File: config.mk
export PLATFORM = sky130hd
export DESIGN_NAME = vgrey4_tracker_flat
export DESIGN_NICKNAME = d
export VERILOG_FILES = /design/src/rtl/vgrey4_tracker_pkg.sv /design/src/rtl/vgrey4_tracker_if.sv /design/src/rtl/vgrey4_tracker_grey4_to_bin.sv /design/src/rtl/vgrey4_tracker.sv /design/src/flat_wrapper.sv
export SDC_FILE = /design/constraint.sdc
export NUM_CORES = 1
export LEC_CHECK = 0
export ABC_AREA = 1
export BUFFER_PORTS_ARGS = -buffer_cell sky130_fd_sc_hd__buf_2
export CORE_MARGIN = 1.5
export CORE_UTILIZATION = 30
export DETAILED_ROUTE_END_ITERATION = 6
export HOLD_SLACK_MARGIN = 0.08
export MAX_ROUTING_LAYER = met4
export PLACE_DENSITY = 0.46
export REMOVE_ABC_BUFFERS = 1
export SLEW_MARGIN = 5
export SYNTH_ARGS = -nofsm -noshare
export SYNTH_HDL_FRONTEND = slang
export SYNTH_SLANG_ARGS = --single-unit
File: constraint.sdc
create_clock -name clk -period 3.3 [get_ports clk]
set_input_delay 0 -clock clk [delete_from_list [all_inputs] [get_ports clk]]
set_output_delay 0 -clock clk [all_outputs]
set_load 0.01 [all_outputs]
File: src/rtl/vgrey4_tracker_pkg.sv
// Shared types for the Gray-code position tracker: FSM encoding and sample width.
package vgrey4_tracker_pkg;

    localparam int GREY_W = 4;

    typedef enum logic {
        UNLOCKED = 1'b0,
        LOCKED   = 1'b1
    } state_t;

endpackage

File: src/rtl/vgrey4_tracker_if.sv
// Sample input and tracker result bundle; master drives samples, slave is the tracker.
interface vgrey4_tracker_if
    import vgrey4_tracker_pkg::*;
#(
    parameter int POS_W = 8
);
    logic [GREY_W-1:0] grey;
    logic              ce;
    logic [GREY_W-1:0] bin;
    logic [POS_W-1:0]  pos;
    logic              step;
    logic              dir;
    logic              err;
    logic              locked;
    logic              TC;

    modport master (
        output grey, ce,
        input  bin, pos, step, dir, err, locked, TC
    );

    modport slave (
        input  grey, ce,
        output bin, pos, step, dir, err, locked, TC
    );
endinterface

File: src/rtl/vgrey4_tracker_grey4_to_bin.sv
// Combinational Gray-to-binary decode; each binary bit is the XOR of all Gray bits at or above it.
module grey4_to_bin
    import vgrey4_tracker_pkg::*;
(
    input  logic [GREY_W-1:0] g,
    output logic [GREY_W-1:0] b
);
    always_comb begin
        b = '0;
        for (int i = 0; i < GREY_W; i++) begin
            b[i] = ^(g >> i);
        end
    end
endmodule

File: src/rtl/vgrey4_tracker.sv
// Tracks position from a sampled 4-bit Gray counter; two-cycle latency, all outputs registered.
// No backpressure: ce qualifies each sample and an unqualified cycle is simply ignored.
module vgrey4_tracker
    import vgrey4_tracker_pkg::*;
#(
    parameter int POS_W = 8
) (
    input  logic             clk,
    input  logic             R,
    vgrey4_tracker_if.slave  bus
);
    logic [GREY_W-1:0] grey_q;
    logic              ce_q;
    logic [GREY_W-1:0] b;

    state_t            state_q, state_d;
    logic [GREY_W-1:0] bin_q, bin_d;
    logic [POS_W-1:0]  pos_q, pos_d;
    logic              dir_q, dir_d;
    logic              step_q, step_d;
    logic              err_q, err_d;
    logic              tc_q, tc_d;

    grey4_to_bin u_dec (
        .g (grey_q),
        .b (b)
    );

    always_ff @(posedge clk) begin
        if (R) begin
            grey_q  <= '0;
            ce_q    <= 1'b0;
            state_q <= UNLOCKED;
            bin_q   <= '0;
            pos_q   <= '0;
            dir_q   <= 1'b1;
            step_q  <= 1'b0;
            err_q   <= 1'b0;
            tc_q    <= 1'b0;
        end else begin
            grey_q  <= bus.grey;
            ce_q    <= bus.ce;
            state_q <= state_d;
            bin_q   <= bin_d;
            pos_q   <= pos_d;
            dir_q   <= dir_d;
            step_q  <= step_d;
            err_q   <= err_d;
            tc_q    <= tc_d;
        end
    end

    always_comb begin
        state_d = state_q;
        bin_d   = bin_q;
        pos_d   = pos_q;
        dir_d   = dir_q;
        step_d  = 1'b0;
        err_d   = 1'b0;
        tc_d    = 1'b0;
        if (ce_q) begin
            case (state_q)
                UNLOCKED: begin
                    bin_d   = b;
                    state_d = LOCKED;
                end
                LOCKED: begin
                    // Code wrap 15<->0 falls out of the 4-bit +/-1 arithmetic.
                    if (b == bin_q) begin
                        state_d = LOCKED;
                    end else if (b == bin_q + GREY_W'(1)) begin
                        bin_d  = b;
                        pos_d  = pos_q + POS_W'(1);
                        dir_d  = 1'b1;
                        step_d = 1'b1;
                        tc_d   = (pos_q == '1);
                    end else if (b == bin_q - GREY_W'(1)) begin
                        bin_d  = b;
                        pos_d  = pos_q - POS_W'(1);
                        dir_d  = 1'b0;
                        step_d = 1'b1;
                        tc_d   = (pos_q == '0);
                    end else begin
                        bin_d   = b;
                        err_d   = 1'b1;
                        state_d = UNLOCKED;
                    end
                end
                default: state_d = UNLOCKED;
            endcase
        end
    end

    assign bus.bin    = bin_q;
    assign bus.pos    = pos_q;
    assign bus.dir    = dir_q;
    assign bus.step   = step_q;
    assign bus.err    = err_q;
    assign bus.TC     = tc_q;
    assign bus.locked = (state_q == LOCKED);
endmodule

File: src/flat_wrapper.sv
// flat-port wrapper written by rule: the top's interface ports become plain ports
module vgrey4_tracker_flat import vgrey4_tracker_pkg::*;
#(
    parameter int POS_W = 8
)
  (clk, R, bus_grey, bus_ce, bus_bin, bus_pos, bus_step, bus_dir, bus_err, bus_locked, bus_TC);
  vgrey4_tracker_if #(.POS_W(POS_W)) bus_i ();
  input  logic clk;
  input  logic R;
  input wire logic [$bits(bus_i.grey)-1:0] bus_grey;
  input wire logic [$bits(bus_i.ce)-1:0] bus_ce;
  output wire logic [$bits(bus_i.bin)-1:0] bus_bin;
  output wire logic [$bits(bus_i.pos)-1:0] bus_pos;
  output wire logic [$bits(bus_i.step)-1:0] bus_step;
  output wire logic [$bits(bus_i.dir)-1:0] bus_dir;
  output wire logic [$bits(bus_i.err)-1:0] bus_err;
  output wire logic [$bits(bus_i.locked)-1:0] bus_locked;
  output wire logic [$bits(bus_i.TC)-1:0] bus_TC;
  assign bus_i.grey = bus_grey;
  assign bus_i.ce = bus_ce;
  assign bus_bin = bus_i.bin;
  assign bus_pos = bus_i.pos;
  assign bus_step = bus_i.step;
  assign bus_dir = bus_i.dir;
  assign bus_err = bus_i.err;
  assign bus_locked = bus_i.locked;
  assign bus_TC = bus_i.TC;
  vgrey4_tracker #(.POS_W(POS_W)) u_core (.clk(clk), .R(R), .bus(bus_i));
endmodule
==> results by stage <==
Hold path:
- The classification of the worst-slack hold path is flop to flop.

STA:
- Setup repair after global routing left no endpoint under its margin.
- At the pin with the least slew margin, the transition time is 0.474 ns.
- The post-route clock period utilization is 82.0%.
- Adding up every negative setup slack in the final design gives 0 ns.
- Between clock sinks in the finished design, the worst skew comes to 0.00152 ns.
- The timing-limited maximum frequency is 370 MHz.
- Setup violations remaining at the end of the flow were counted as 0.
- The shortest period the worst path allows is 2.71 ns.
- The total count of max-transition violations in the final report is 0.
- The number of hold violations in the final report is 0.
- Measured against its own limit, the worst slew margin works out to 68.4%.

Synthesis:
- Summing the areas of all compound-gate instances in the mapped netlist gives 8.76% of the synthesized area.
- The arithmetic-cell share of the synthesized area counting full adders, half adders and majority gates is 8.01%.
- The proportion of synthesized area in mux cells is 0%.
- The biggest area consumer among synthesized cells is sky130_fd_sc_hd__dfxtp_1.
- The post-synthesis instance total is 225.
- Yosys attributes the largest share of cell area to sky130_fd_sc_hd__dfxtp_1, sky130_fd_sc_hd__nand2_1, sky130_fd_sc_hd__nor2_1.
- Of the total synthesized cell area, the portion taken by XOR and XNOR cells is 3.50%.
- The combinational family with the most area after synthesis is simple AND/OR/NAND/NOR gates.
- The post-synthesis sequential area ratio is 29.4%.
- The mean instance size in the synthesized netlist is 6.67 um2.
- The fraction of the mapped netlist area in simple logic gates is 42.1%.
- The cell area that synthesis handed to floorplanning was 0.00150 mm2.
- Counting flops and latches in the post-synthesis netlist gives 22.
- The area fraction of the dominant cell type after synthesis is 29.4%.
- The number of warnings reported in the yosys synthesis log is 0.
- Yosys mapped the design onto 28 distinct sky130hd cell types.

Worst setup path:
- In this run the worst setup path terminates at u_core.bus.pos[7]$_SDFFE_PP0P_.
- Data on the critical path arrives at its endpoint at 2.88 ns.
- The worst setup path is launched from a flop.
- The cell depth of the worst flop-to-flop path is 17.
- For this run, the slowest stage of the critical path takes 0.46 ns.
- The endpoint of the most critical register-to-register path is u_core.bus.pos[7]$_SDFFE_PP0P_.
- The type of the worst setup path is flop to flop.
- Traced cell by cell, the critical path runs through inv_1 -> ha_1 -> inv_1 -> nand2_2 -> nand2_2 -> nand3_4 -> ha_1 -> a21oi_1 -> nand2_1 -> a21oi_1 -> inv_1 -> nand2_1 -> nand2_1 -> nor2_2 -> nand2_1 -> nand2_1 -> nor2_1.
- The slack of the worst reg-to-reg path is 0.59 ns.
- In this run the worst setup path begins at u_core.bus.bin[0]$_SDFFE_PP0P_.
- The required time of the critical path is 3.47 ns.
- The cell with the largest stage delay on the worst path is sky130_fd_sc_hd__dfxtp_1.
- The cell repeated most along the worst path is sky130_fd_sc_hd__nand2_1.
- The capturing element type of the critical path is a flop.
- The critical-path maximum fanout is 12.
- In this run the critical register-to-register path is launched from u_core.bus.bin[0]$_SDFFE_PP0P_.

Global route:
- Entering global routing, the biggest net connects 13 pins.
- The leftover overflow at the end of global routing is 0.
- The via count of the first global-routing pass was 1211.
- The initial antenna violation count is 0.
- The first global-routing pass estimated 5800 um of wire.
- Global routing consumed, over all layers together, 14.4% of the routing resources.

Clock network:
- No sink is reached through more buffers than the 2 on the longest clock path.
- The clock root buffer master is sky130_fd_sc_hd__clkbuf_8.
- Post-CTS timing repair inserted 0 buffers for setup.
- The number of clock buffers added by TritonCTS is 3.
- Clock-pin slew was measured on the worst setup and hold paths at 0.09 ns.
- The number of H-tree levels is 1.
- The insertion delay of the later-clocked pin in the worst-skew pair is 0.27 ns.
- The clock tree from TritonCTS is yes.
- For this design, the sink count on the clock tree is 22.

Power and ir drop:
- The clock share of power is 27.2%.
- The power density over cell area is 356 mW/mm2.
- The fraction of power consumed by sequential logic is 44.3%.
- The net load switching power is 0.000223 W.
- Overall power consumption after layout is estimated at 0.000651 W.
- Internal power comes to 0.000429 W.
- In this run, the combinational gates consume 28.5% of the power.
- VDD sags by at most 0.157 mV.
- Net switching is 34.2% of the power.
- The leakage power figure is 0.976 nW.

Drt:
- Using the TritonRoute via totals, the vias-per-cell ratio works out to 4.29.
- Summed over all layers, the routed wires come to 3520 um.
- The routed layout has 1399 vias.
- The DRC violations left is 0.
- Dividing the detail-routed wire length by the instance count gives 10.8 um.
- Once detail routing completed, the nets flagged for antenna violations numbered 0.
- The first-iteration detailed-routing DRC count is 99.
- The first-pass iteration count of the detailed router is 4.

Final layout:
- The post-synthesis to final-layout area growth is 22.1%.
- The sequential cell area is 440 um2.
- For this run, the post-layout net count is 277.
- 0 antenna diodes ended up in the layout.
- The area of the multi-input gates is 936 um2.
- After routing the design area is 0.00183 mm2.
- The number of fillers in the final layout is 553.
- The fraction of layout cells with a size suffix above 1 is 20.5%.

Floorplan:
- The area of the core is 0.00475 mm2.
- From left edge to right edge, the die measures 73.7 um.
- During I/O placement, the number of pins put on the boundary was 24.
- The floorplan step defined a die boundary enclosing 0.00543 mm2.
- The initial cell density of the core is 31.6%.
- The overall die height is 73.7 um.
- The floorplan has 25 rows.

Place:
- Once placement finished, the instance area stood at 0.00168 mm2.
- The number of buffer cells added on primary ports is 23.
- Routability-driven placement finished with a final weighted congestion of 0.796.
- The HPWL after detailed placement is 2560 um.

Status:
- The flow ran to the end, and the final reports show no timing, DRC or antenna violations.

Run:
- The tool flagged a number of max-cap violations equal to 0.
-- worst min-delay path by stage --
| stage | from | to | cells past startpoint |
|---|---|---|---|
| 6_report | u_core.bus.dir$_SDFFE_PP1P_ | u_core.bus.dir$_SDFFE_PP1P_ | 2 |
| 5_1_grt | u_core.bus.dir$_SDFFE_PP1P_ | u_core.bus.dir$_SDFFE_PP1P_ | 2 |
| 4_1_cts | u_core.bus.dir$_SDFFE_PP1P_ | u_core.bus.dir$_SDFFE_PP1P_ | 2 |
| 3_5_place_dp | bus_grey[2] | u_core.grey_q[2]$_SDFF_PP0_ | 3 |
| 3_3_place_gp | bus_grey[2] | u_core.grey_q[2]$_SDFF_PP0_ | 3 |
| 2_1_floorplan | R | u_core.bus.pos[2]$_SDFFE_PP0P_ | 1 |
-- registers in the layout (all words and copies together) (netlist names) --
| register | count |
|---|---|
| u_core.bus.err | 1 |
| u_core.bus.step | 1 |
| u_core.bus.dir | 1 |
| u_core.bus.locked | 1 |
| u_core.bus.bin | 4 |
| u_core.grey_q | 4 |
| u_core.ce_q | 1 |
| u_core.bus.pos | 8 |
| u_core.bus.TC | 1 |
-- power groups by stage --
stage	Clock [W]	Combinational, W	Sequential, W
2_1_floorplan	0	0.000135	0.000295
3_3_place_gp	0	0.000179	0.000295
3_5_place_dp	0	0.000176	0.000295
4_1_cts	0.000181	0.000187	0.000288
5_1_grt	0.000189	0.000209	0.000291
6_report	0.000177	0.000186	0.000288
-- routing by layer --
layer	wire, um	up-vias	part of all wire (%)	GRT usage [%]
li1	-	775	-	-
met1	1950	594	55	21.0
met2	1430	25	40	19.8
met3	86	5	2.4	1.78
met4	61	0	1.7	5.56
met5	0	-	0	-
-- cell usage in the layout (no fill, tap or decap), drive strengths merged --
master,n
nand2,78
nor2,37
inv,28
buf,23
dfxtp,22
nand3,14
dlygate4sd3,11
o21ai,9
ha,8
a21oi,8
xor2,4
nand4,4
clkbuf,3
xnor2,2
nor3,2
nor4,2
a31oi,1
o211ai,1
o211a,1
fa,1
-- synth_stat cells --
cell type                  count
sky130_fd_sc_hd__nand3_2       2
sky130_fd_sc_hd__ha_1          8
sky130_fd_sc_hd__buf_6         1
sky130_fd_sc_hd__nand3_4       1
sky130_fd_sc_hd__a21oi_2       1
sky130_fd_sc_hd__nand2_4       4
sky130_fd_sc_hd__nor4_1        2
sky130_fd_sc_hd__o21ai_0       4
sky130_fd_sc_hd__nand4_1       4
sky130_fd_sc_hd__nand2_2       8
sky130_fd_sc_hd__a21oi_1       7
sky130_fd_sc_hd__a31oi_1       1
sky130_fd_sc_hd__dfxtp_1      22
sky130_fd_sc_hd__inv_2         4
sky130_fd_sc_hd__o211a_1       1
sky130_fd_sc_hd__nor2_2        1
sky130_fd_sc_hd__nor3_1        2
sky130_fd_sc_hd__inv_1        24
sky130_fd_sc_hd__o211ai_1      1
sky130_fd_sc_hd__nand3_1      11
sky130_fd_sc_hd__fa_1          1
sky130_fd_sc_hd__nor2_1       35
sky130_fd_sc_hd__xor2_1        4
sky130_fd_sc_hd__xnor2_1       2
sky130_fd_sc_hd__clkbuf_1      2
sky130_fd_sc_hd__nand2_1      66
sky130_fd_sc_hd__nor2_4        1
sky130_fd_sc_hd__o21ai_2       5
-- critical path: cells and delay by family, from the launching register on --
| family | cells | cell delay (ns) |
|---|---|---|
| simple gates | 10 | 0.81 |
| fa+ha+maj | 2 | 0.72 |
| flops | 1 | 0.46 |
| compound gates | 2 | 0.33 |
| buf+inv | 3 | 0.27 |
-- area by class of cell --
type	instances	area share, %
multi-input combinational	172	51.1
sequential	22	24.0
timing repair buffer	34	12.3
inverter	28	5.74
tap	67	4.58
clock buffer	3	2.25
-- cell families (layout without fill, tap and decap cells) --
family	after synthesis	in the layout
compound gates	20	20
xor+xnor	6	6
fa+ha+maj	9	9
buf+inv	31	65
flops	22	22
simple gates	137	137
-- metrics by stage --
| step | setup slack, ns | cells | util [%] | hold slack (ns) |
|---|---|---|---|---|
| 2_1_floorplan | 0.803 | 222 | - | 0.0691 |
| 3_3_place_gp | 0.588 | 312 | 35.3 | 0.201 |
| 3_5_place_dp | 0.618 | 312 | 35.3 | 0.207 |
| 4_1_cts | 0.598 | 326 | 38.5 | 0.500 |
| 5_1_grt | 0.394 | 326 | 38.5 | 0.532 |
| 6_report | 0.594 | 326 | 38.5 | 0.502 |
-- timing repair --
action,CTS,global route
hold buffers,11,0
gates resized for setup,0,0
endpoints found under the hold margin,8,0
(Power assumes the default switching activity.)
